## src/rtl/conv3x3_window_gen.sv

```systemverilog
// 3x3 sliding-window generator: buffers two image rows and emits one packed
// window per interior pixel position, with first/last flags and a frame_done pulse.
module conv3x3_window_gen #(
   parameter int unsigned IMG_W = 8,
   parameter int unsigned IMG_H = 8,
   parameter int unsigned PIX_W = 8
) (
   input  logic                 clk,
   input  logic                 rst_n,
   input  logic [PIX_W-1:0]     pix_in,
   input  logic                 pix_valid,
   output logic                 pix_ready,
   output logic [9*PIX_W-1:0]   win_out,
   output logic                 win_valid,
   input  logic                 win_ready,
   output logic                 win_first,
   output logic                 win_last,
   output logic                 frame_done
);

   localparam int unsigned COL_W = $clog2(IMG_W);
   localparam int unsigned ROW_W = $clog2(IMG_H);
   localparam int unsigned WIN_W = 9 * PIX_W;

   logic [PIX_W-1:0] lb0_q [IMG_W];
   logic [PIX_W-1:0] lb1_q [IMG_W];

   logic [COL_W-1:0] col_q, col_d;
   logic [ROW_W-1:0] row_q, row_d;
   logic [WIN_W-1:0] win_sr_q, win_sr_d;
   logic [WIN_W-1:0] win_out_q, win_out_d;
   logic             win_valid_q, win_valid_d;
   logic             win_first_q, win_first_d;
   logic             win_last_q, win_last_d;
   logic             frame_done_q, frame_done_d;

   logic accept;
   logic col_end;
   logic row_end;
   logic emit;

   // Single output stage: a held window stalls every incoming pixel.
   assign pix_ready = !win_valid_q || win_ready;
   assign accept    = pix_valid && pix_ready;
   assign col_end   = (col_q == COL_W'(IMG_W - 1));
   assign row_end   = (row_q == ROW_W'(IMG_H - 1));
   assign emit      = accept && (row_q >= ROW_W'(2)) && (col_q >= COL_W'(2));

   always_comb begin
      col_d        = col_q;
      row_d        = row_q;
      win_sr_d     = win_sr_q;
      win_out_d    = win_out_q;
      win_valid_d  = win_valid_q && !win_ready;
      win_first_d  = win_first_q;
      win_last_d   = win_last_q;
      frame_done_d = 1'b0;

      if (accept) begin
         col_d        = col_end ? '0 : col_q + COL_W'(1);
         frame_done_d = col_end && row_end;
         if (col_end) begin
            row_d = row_end ? '0 : row_q + ROW_W'(1);
         end
         // Shift window left; new right column is {two rows up, one row up, current}.
         win_sr_d[PIX_W*0 +: PIX_W] = win_sr_q[PIX_W*1 +: PIX_W];
         win_sr_d[PIX_W*1 +: PIX_W] = win_sr_q[PIX_W*2 +: PIX_W];
         win_sr_d[PIX_W*3 +: PIX_W] = win_sr_q[PIX_W*4 +: PIX_W];
         win_sr_d[PIX_W*4 +: PIX_W] = win_sr_q[PIX_W*5 +: PIX_W];
         win_sr_d[PIX_W*6 +: PIX_W] = win_sr_q[PIX_W*7 +: PIX_W];
         win_sr_d[PIX_W*7 +: PIX_W] = win_sr_q[PIX_W*8 +: PIX_W];
         win_sr_d[PIX_W*2 +: PIX_W] = lb1_q[col_q];
         win_sr_d[PIX_W*5 +: PIX_W] = lb0_q[col_q];
         win_sr_d[PIX_W*8 +: PIX_W] = pix_in;
      end

      if (emit) begin
         win_out_d   = win_sr_d;
         win_valid_d = 1'b1;
         win_first_d = (row_q == ROW_W'(2)) && (col_q == COL_W'(2));
         win_last_d  = row_end && col_end;
      end
   end

   always_ff @(posedge clk or negedge rst_n) begin
      if (!rst_n) begin
         col_q        <= '0;
         row_q        <= '0;
         win_sr_q     <= '0;
         win_out_q    <= '0;
         win_valid_q  <= 1'b0;
         win_first_q  <= 1'b0;
         win_last_q   <= 1'b0;
         frame_done_q <= 1'b0;
      end else begin
         col_q        <= col_d;
         row_q        <= row_d;
         win_sr_q     <= win_sr_d;
         win_out_q    <= win_out_d;
         win_valid_q  <= win_valid_d;
         win_first_q  <= win_first_d;
         win_last_q   <= win_last_d;
         frame_done_q <= frame_done_d;
      end
   end

   // Line buffers hold no reset; rows 0-1 of every frame overwrite them before use.
   always_ff @(posedge clk) begin
      if (accept) begin
         lb1_q[col_q] <= lb0_q[col_q];
         lb0_q[col_q] <= pix_in;
      end
   end

   assign win_out    = win_out_q;
   assign win_valid  = win_valid_q;
   assign win_first  = win_first_q;
   assign win_last   = win_last_q;
   assign frame_done = frame_done_q;

endmodule

```

## config.mk

```make
export PLATFORM = sky130hd
export DESIGN_NAME = conv3x3_window_gen
export DESIGN_NICKNAME = d
export VERILOG_FILES = /design/src/rtl/conv3x3_window_gen.sv
export SDC_FILE = /design/constraint.sdc
export NUM_CORES = 1
export LEC_CHECK = 0
export CORE_AREA = 4 4 235 168
export DETAILED_ROUTE_END_ITERATION = 6
export DIE_AREA = 0 0 239 172
export PLACE_DENSITY = 0.45
export RECOVER_POWER = 25
export SETUP_SLACK_MARGIN = 0.02
export SYNTH_ARGS = -nofsm -noshare
export SYNTH_HDL_FRONTEND = slang
export SYNTH_SLANG_ARGS = --single-unit
export TNS_END_PERCENT = 20
```

## constraint.sdc

```tcl
create_clock -name clk -period 3.2 [get_ports clk]
set_clock_uncertainty 0.05 [all_clocks]
set_input_delay 0.48 -clock clk [delete_from_list [all_inputs] [get_ports clk]]
set_output_delay 0.48 -clock clk [all_outputs]
set_load 0.05 [all_outputs]
```

### After elaboration in Yosys (flattened, before gate mapping)

Memory sizes are Yosys's and may differ from the RTL's.
Index checks and enable logic that the tools add are counted.
W data, S select, Z words.

| operators by class | value |
|---|---|
| shift-type cells | 0 |
| eq/ne operators | 4 |
| $mul | 0 |
| $lt $le $gt $ge | 2 |
| multiplexer cells | 7 |
| reductions and logical operators | 10 |
| div/mod/pow operators | 0 |
| bitwise operators | 0 |
| add/sub/neg operators | 2 |

Operator list:

| operator | count |
|---|---|
| $mux W72 | 1 |
| $add A3 B1 Y3 const B | 2 |
| $eq A3 B2 Y1 const B | 2 |
| $eq A3 B3 Y1 const B | 2 |
| $ge A3 B2 Y1 const B | 2 |
| $logic_and A1 B1 Y1 | 6 |
| $mux W3 | 2 |
| $mux W1 | 4 |
| $logic_not A1 Y1 | 2 |
| $reduce_and A2 Y1 | 1 |
| $logic_or A1 B1 Y1 | 1 |

| storage, ports and cells | value |
|---|---|
| bits in latches | 0 |
| bits in writable memories | 128 |
| word-level logic and storage cells | 35 |
| input bits | 12 |
| memory bits (read-only) | 0 |
| register bits after elaboration | 154 |
| memories | 2 |
| output and inout bits | 77 |

Memories:

| name | words | width | read ports | clocked after Yosys merged registers in | wr ports | line | text |
|---|---|---|---|---|---|---|---|
| lb0_q | 8 | 8 | 1 | 0 | 1 | 25 | `logic [PIX_W-1:0] lb0_q [IMG_W];` |
| lb1_q | 8 | 8 | 1 | 0 | 1 | 26 | `logic [PIX_W-1:0] lb1_q [IMG_W];` |

### Depth between registers and ports, before layout

| logic depth | value |
|---|---|
| depth in word-level cells | 6 |
| gate-level depth with buffers | 10 |

### Worst setup path before layout

OpenSTA, ideal clock, no wires.

| timing path | value |
|---|---|
| kind | reg-to-reg |
| from | register win_valid_q, in the netlist win_valid |
| to | memory lb0_q[4][0], enable pin |
| path buffers | 3 |
| setup time | 0.409 ns |
| stages on the path, launching flop included | 8 |
| arrival time | 2.685 ns |
| setup slack | 0.056 ns |
| required time | 2.741 ns |
| period minus slack after synthesis | 3.144 ns |
| cell sequence | dfrtp_1 -> nand2b_4 -> buf_6 -> and2_4 -> buf_6 -> buf_2 -> nand2_1 -> nor3_1 |

| between the ends | value |
|---|---|
| word-level cells in the longest chain between the ends | 5 |

RTL lines:

| what | line | text |
|---|---|---|
| start, declared | 32 | `logic win_valid_q, win_valid_d;` |
| start signal, assigned | 100 | `win_valid_q <= win_valid_d;` |
| $logic_not A1 Y1 | 43 | `assign pix_ready = !win_valid_q \|\| win_ready;` |
| $logic_or A1 B1 Y1 | 43 |  |
| named net pix_ready | 12 | `output logic pix_ready,` |
| $logic_and A1 B1 Y1 | 44 | `assign accept = pix_valid && pix_ready;` |
| $mux W1 | 109 | `if (accept) begin` |
| $mux W1 (not written as such) | 111 | `lb0_q[col_q] <= pix_in;` |
| end, declared | 25 |  |

The timed path passes the listed nets, and every way through them passes these cells.

### Worst setup path in the final report

| timing path | value |
|---|---|
| from | register col_q[1] |
| to | memory lb1_q[3][5] (data pin) |

| between the ends | value |
|---|---|
| word-level cells in the longest chain between the ends | 1 |

RTL lines:

| what | line | text |
|---|---|---|
| start, declared | 28 | `logic [COL_W-1:0] col_q, col_d;` |
| start signal, assigned | 96 | `col_q <= col_d;` |
| $mem_v2 Z8 W8 | n/a |  |
| end, declared | 26 |  |

No other way between the ends.

==> results.json <==
{
  "status": "finished with violations",
  "violations": "max-capacitance violations, max-slew violations",
  "drv_cap": 1,
  "groute.usage.overall": 0.121,
  "slowest_stage": "dfrtp_1",
  "max_slew_margin": -0.281,
  "die_h_um": 172,
  "tightest_slew_ns": 1.92,
  "drv_slew": 79,
  "grt_pass1_vias": 6248,
  "fmax_mhz": 385,
  "port_buffers": 88,
  "cts_tree": "done",
  "insertion_delay_ns": 0.55,
  "syn_inst": 636,
  "gp_congestion": 0.736,
  "die_w_um": 239,
  "cts_buffer_depth": 3,
  "cp_max_fo": 22,
  "synth_nets": 654,
  "cp_data_arrival_time_ns": 2.77,
  "vias_per_cell": 4.56,
  "synth_top_cell_by_area": "dfrtp_1",
  "min_period_ns": 2.60,
  "cpLargestDelayFamily": "multiplexers",
  "clock-root-buffer": "clkbuf_16",
  "crit_chain": "buf_12, mux4_2, mux2i_1, inv_1",
  "initial_core_util": 0.300,
  "fin_crit_sh": 0.811,
  "pwr_density_cell_nw_per_um2": 1150,
  "ioPinCount": 89,
  "area_growth_pct": 23.1,
  "grt_max_degree": 79,
  "dpl.hpwl_um": 16500,
  "grt_pass1_wl_um": 38600,
  "synth_edf_count": 128,
  "synth_area_um2": 11100,
  "diodes": 0,
  "synthDistinctLibCells": 50,
  "ys_seq_area_frac": 0.693,
  "ff2ff_setup_slack_ns": 0.60,
  "post_cts_buffers": 0,
  "setup_tns_ns": 0,
  "drt-total-wl_um": 24700,
  "vdd_ir_drop_max_mv": 0.575,
  "hold_viol": 0,
  "worstSetupStartpointType": "register",
  "cts_buffers": 29,
  "yosysWarnings": 0,
  "first_pass_iters": 4,
  "htree_levels": 1,
  "synthTopCellsByArea": "dfrtp_1, edfxtp_1, mux2_2, mux2_4, buf_6",
  "die_area_um2": 41100,
  "ys_ff_latch": 282,
  "antenna_left": 0,
  "drt-initial-drc-count": 230,
  "synth_common_cells": "dfrtp_1, edfxtp_1, mux2_2",
  "worstSetupEndpointType": "register",
  "multiInputGateArea_um2": 3050,
  "hold_slack_ns": 0.426,
  "drc": 0,
  "path_buf_inv": 2,
  "critical_path_class": "reg2reg",
  "ys_async_sr_fraction": 0.546,
  "critical_path_required_ns": 3.37,
  "netlist.area_leader.share": 0.347,
  "antenna_found_initial": 0,
  "fillers": 3476,
  "layout.nets": 779,
  "rsz0062_at_grt": "no",
  "cts_sinks": 282,
  "seqCellArea_um2": 7700,
  "synth_most_common_cell": "dfrtp_1",
  "rows": 59,
  "setup_viol": 0,
  "syn_area_per_cell_um2": 17.5,
  "post_drt_wl_per_cell_um": 19.4,
  "hold_class": "reg2reg",
  "drive_gt1_frac": 0.289,
  "core_area_um2": 37000,
  "gr-total-overflow": 0,
  "vias": 5796,
  "p_leak_nw": 5.41,
  "ys.flop_type": "dfrtp_1",
  "clkSlewWorstSetupHoldPaths_ns": 0.06,
  "cp_slowest_stage_delay_ns": 0.67
}
==> report_power, final <==
part / internal (mW) / switching [mW] / leakage [nW]
Combinational: 2.61 / 3.87 / 1.91
Sequential: 5.20 / 0.598 / 3.02
Clock: 2.05 / 1.39 / 0.486
Total: 9.86 / 5.86 / 5.41
==> path summary, 6_finish.rpt <==
kind,start,endpoint,cells after the start
min in group asynchronous,rst_n,win_first$_DFFE_PN0P_,2
max,col_q[1]$_DFFE_PN0P_,lb1_q[3][5]$_DFFE_PP_,4
min reg2reg,win_sr_q[40]$_DFF_PN0_,win_sr_q[40]$_DFF_PN0_,2
max in group asynchronous,rst_n,win_sr_q[71]$_DFF_PN0_,3
max reg2reg,col_q[1]$_DFFE_PN0P_,lb1_q[3][5]$_DFFE_PP_,4
min,win_sr_q[40]$_DFF_PN0_,win_sr_q[40]$_DFF_PN0_,2
==> through the flow <==
stage | area (um^2) | total power, mW | std cells | util | setup WS [ns]
after detailed placement | 12700 | 12.5 | 1217 | 0.344 | 0.609
after floorplan | 11100 | 10.2 | 636 | - | 0.0559
final | 13700 | 15.7 | 1271 | 0.370 | 0.604
after global routing | 13700 | 16.6 | 1271 | 0.370 | 0.382
after global placement | 12700 | 12.4 | 1217 | 0.344 | 0.627
after CTS | 13700 | 16.0 | 1271 | 0.371 | 0.671
==> state kept, by name, summed over array words and instances, names as in the netlist <==
register    count
frame_done      1
win_out        72
win_last        1
lb0_q          64
win_valid       1
lb1_q          64
win_sr_q       72
row_q           3
win_first       1
col_q           3
==> cells by family after synthesis <==
logic type | synth area share
compound gates | 0.0439
fa+ha+maj | 0.00676
buf+inv | 0.0317
flops | 0.693
mux | 0.187
simple gates | 0.0379
==> layout by cell type, fill, tap and decap left out, drive strengths merged, types with 3 or more instances in the layout <==
cell type / synthesis / final
a221oi: 15 / 15
mux2: 122 / 122
clkinv: 1 / 7
o21ai: 31 / 31
nand3: 5 / 5
clkdlybuf4s50: 0 / 79
a21oi: 3 / 3
nor3: 5 / 5
nand2: 33 / 33
mux4: 14 / 14
or3b: 4 / 4
dfrtp: 154 / 154
o22a: 4 / 4
nor2: 12 / 12
buf: 32 / 38
edfxtp: 128 / 128
dlygate4sd3: 0 / 9
a22oi: 3 / 3
nand2b: 4 / 4
inv: 13 / 14
or3: 3 / 3
and2: 3 / 3
mux2i: 17 / 17
ha: 6 / 6
clkbuf: 2 / 45
==> cell type report <==
type,count,share of cell area
multi-input combinational,306,0.223
timing repair buffer,128,0.0932
sequential,282,0.563
tap,488,0.0446
inverter,14,0.00384
clock inverter,10,0.00842
clock buffer,43,0.0637
==> per-layer routing <==
metal  track usage  part of all wire  up-vias
li1              -                 -     2643
met1         0.173              0.48     3020
met2         0.194              0.47       98
met3        0.0261             0.044       35
met4        0.0188             0.014        0
met5             0                 0        -
==> tightest hold or removal path: stages, from the launching register on <==
cell	delay, ns
dfrtp_1	0.33
nand2_1	0.05
o21ai_0	0.06
==> what timing repair did <==
action                                 in CTS  in global routing
hold buffers                                1                  0
endpoints found under the hold margin      74                  0
gates resized for setup                     0                  0
(Power assumes the default switching activity.)
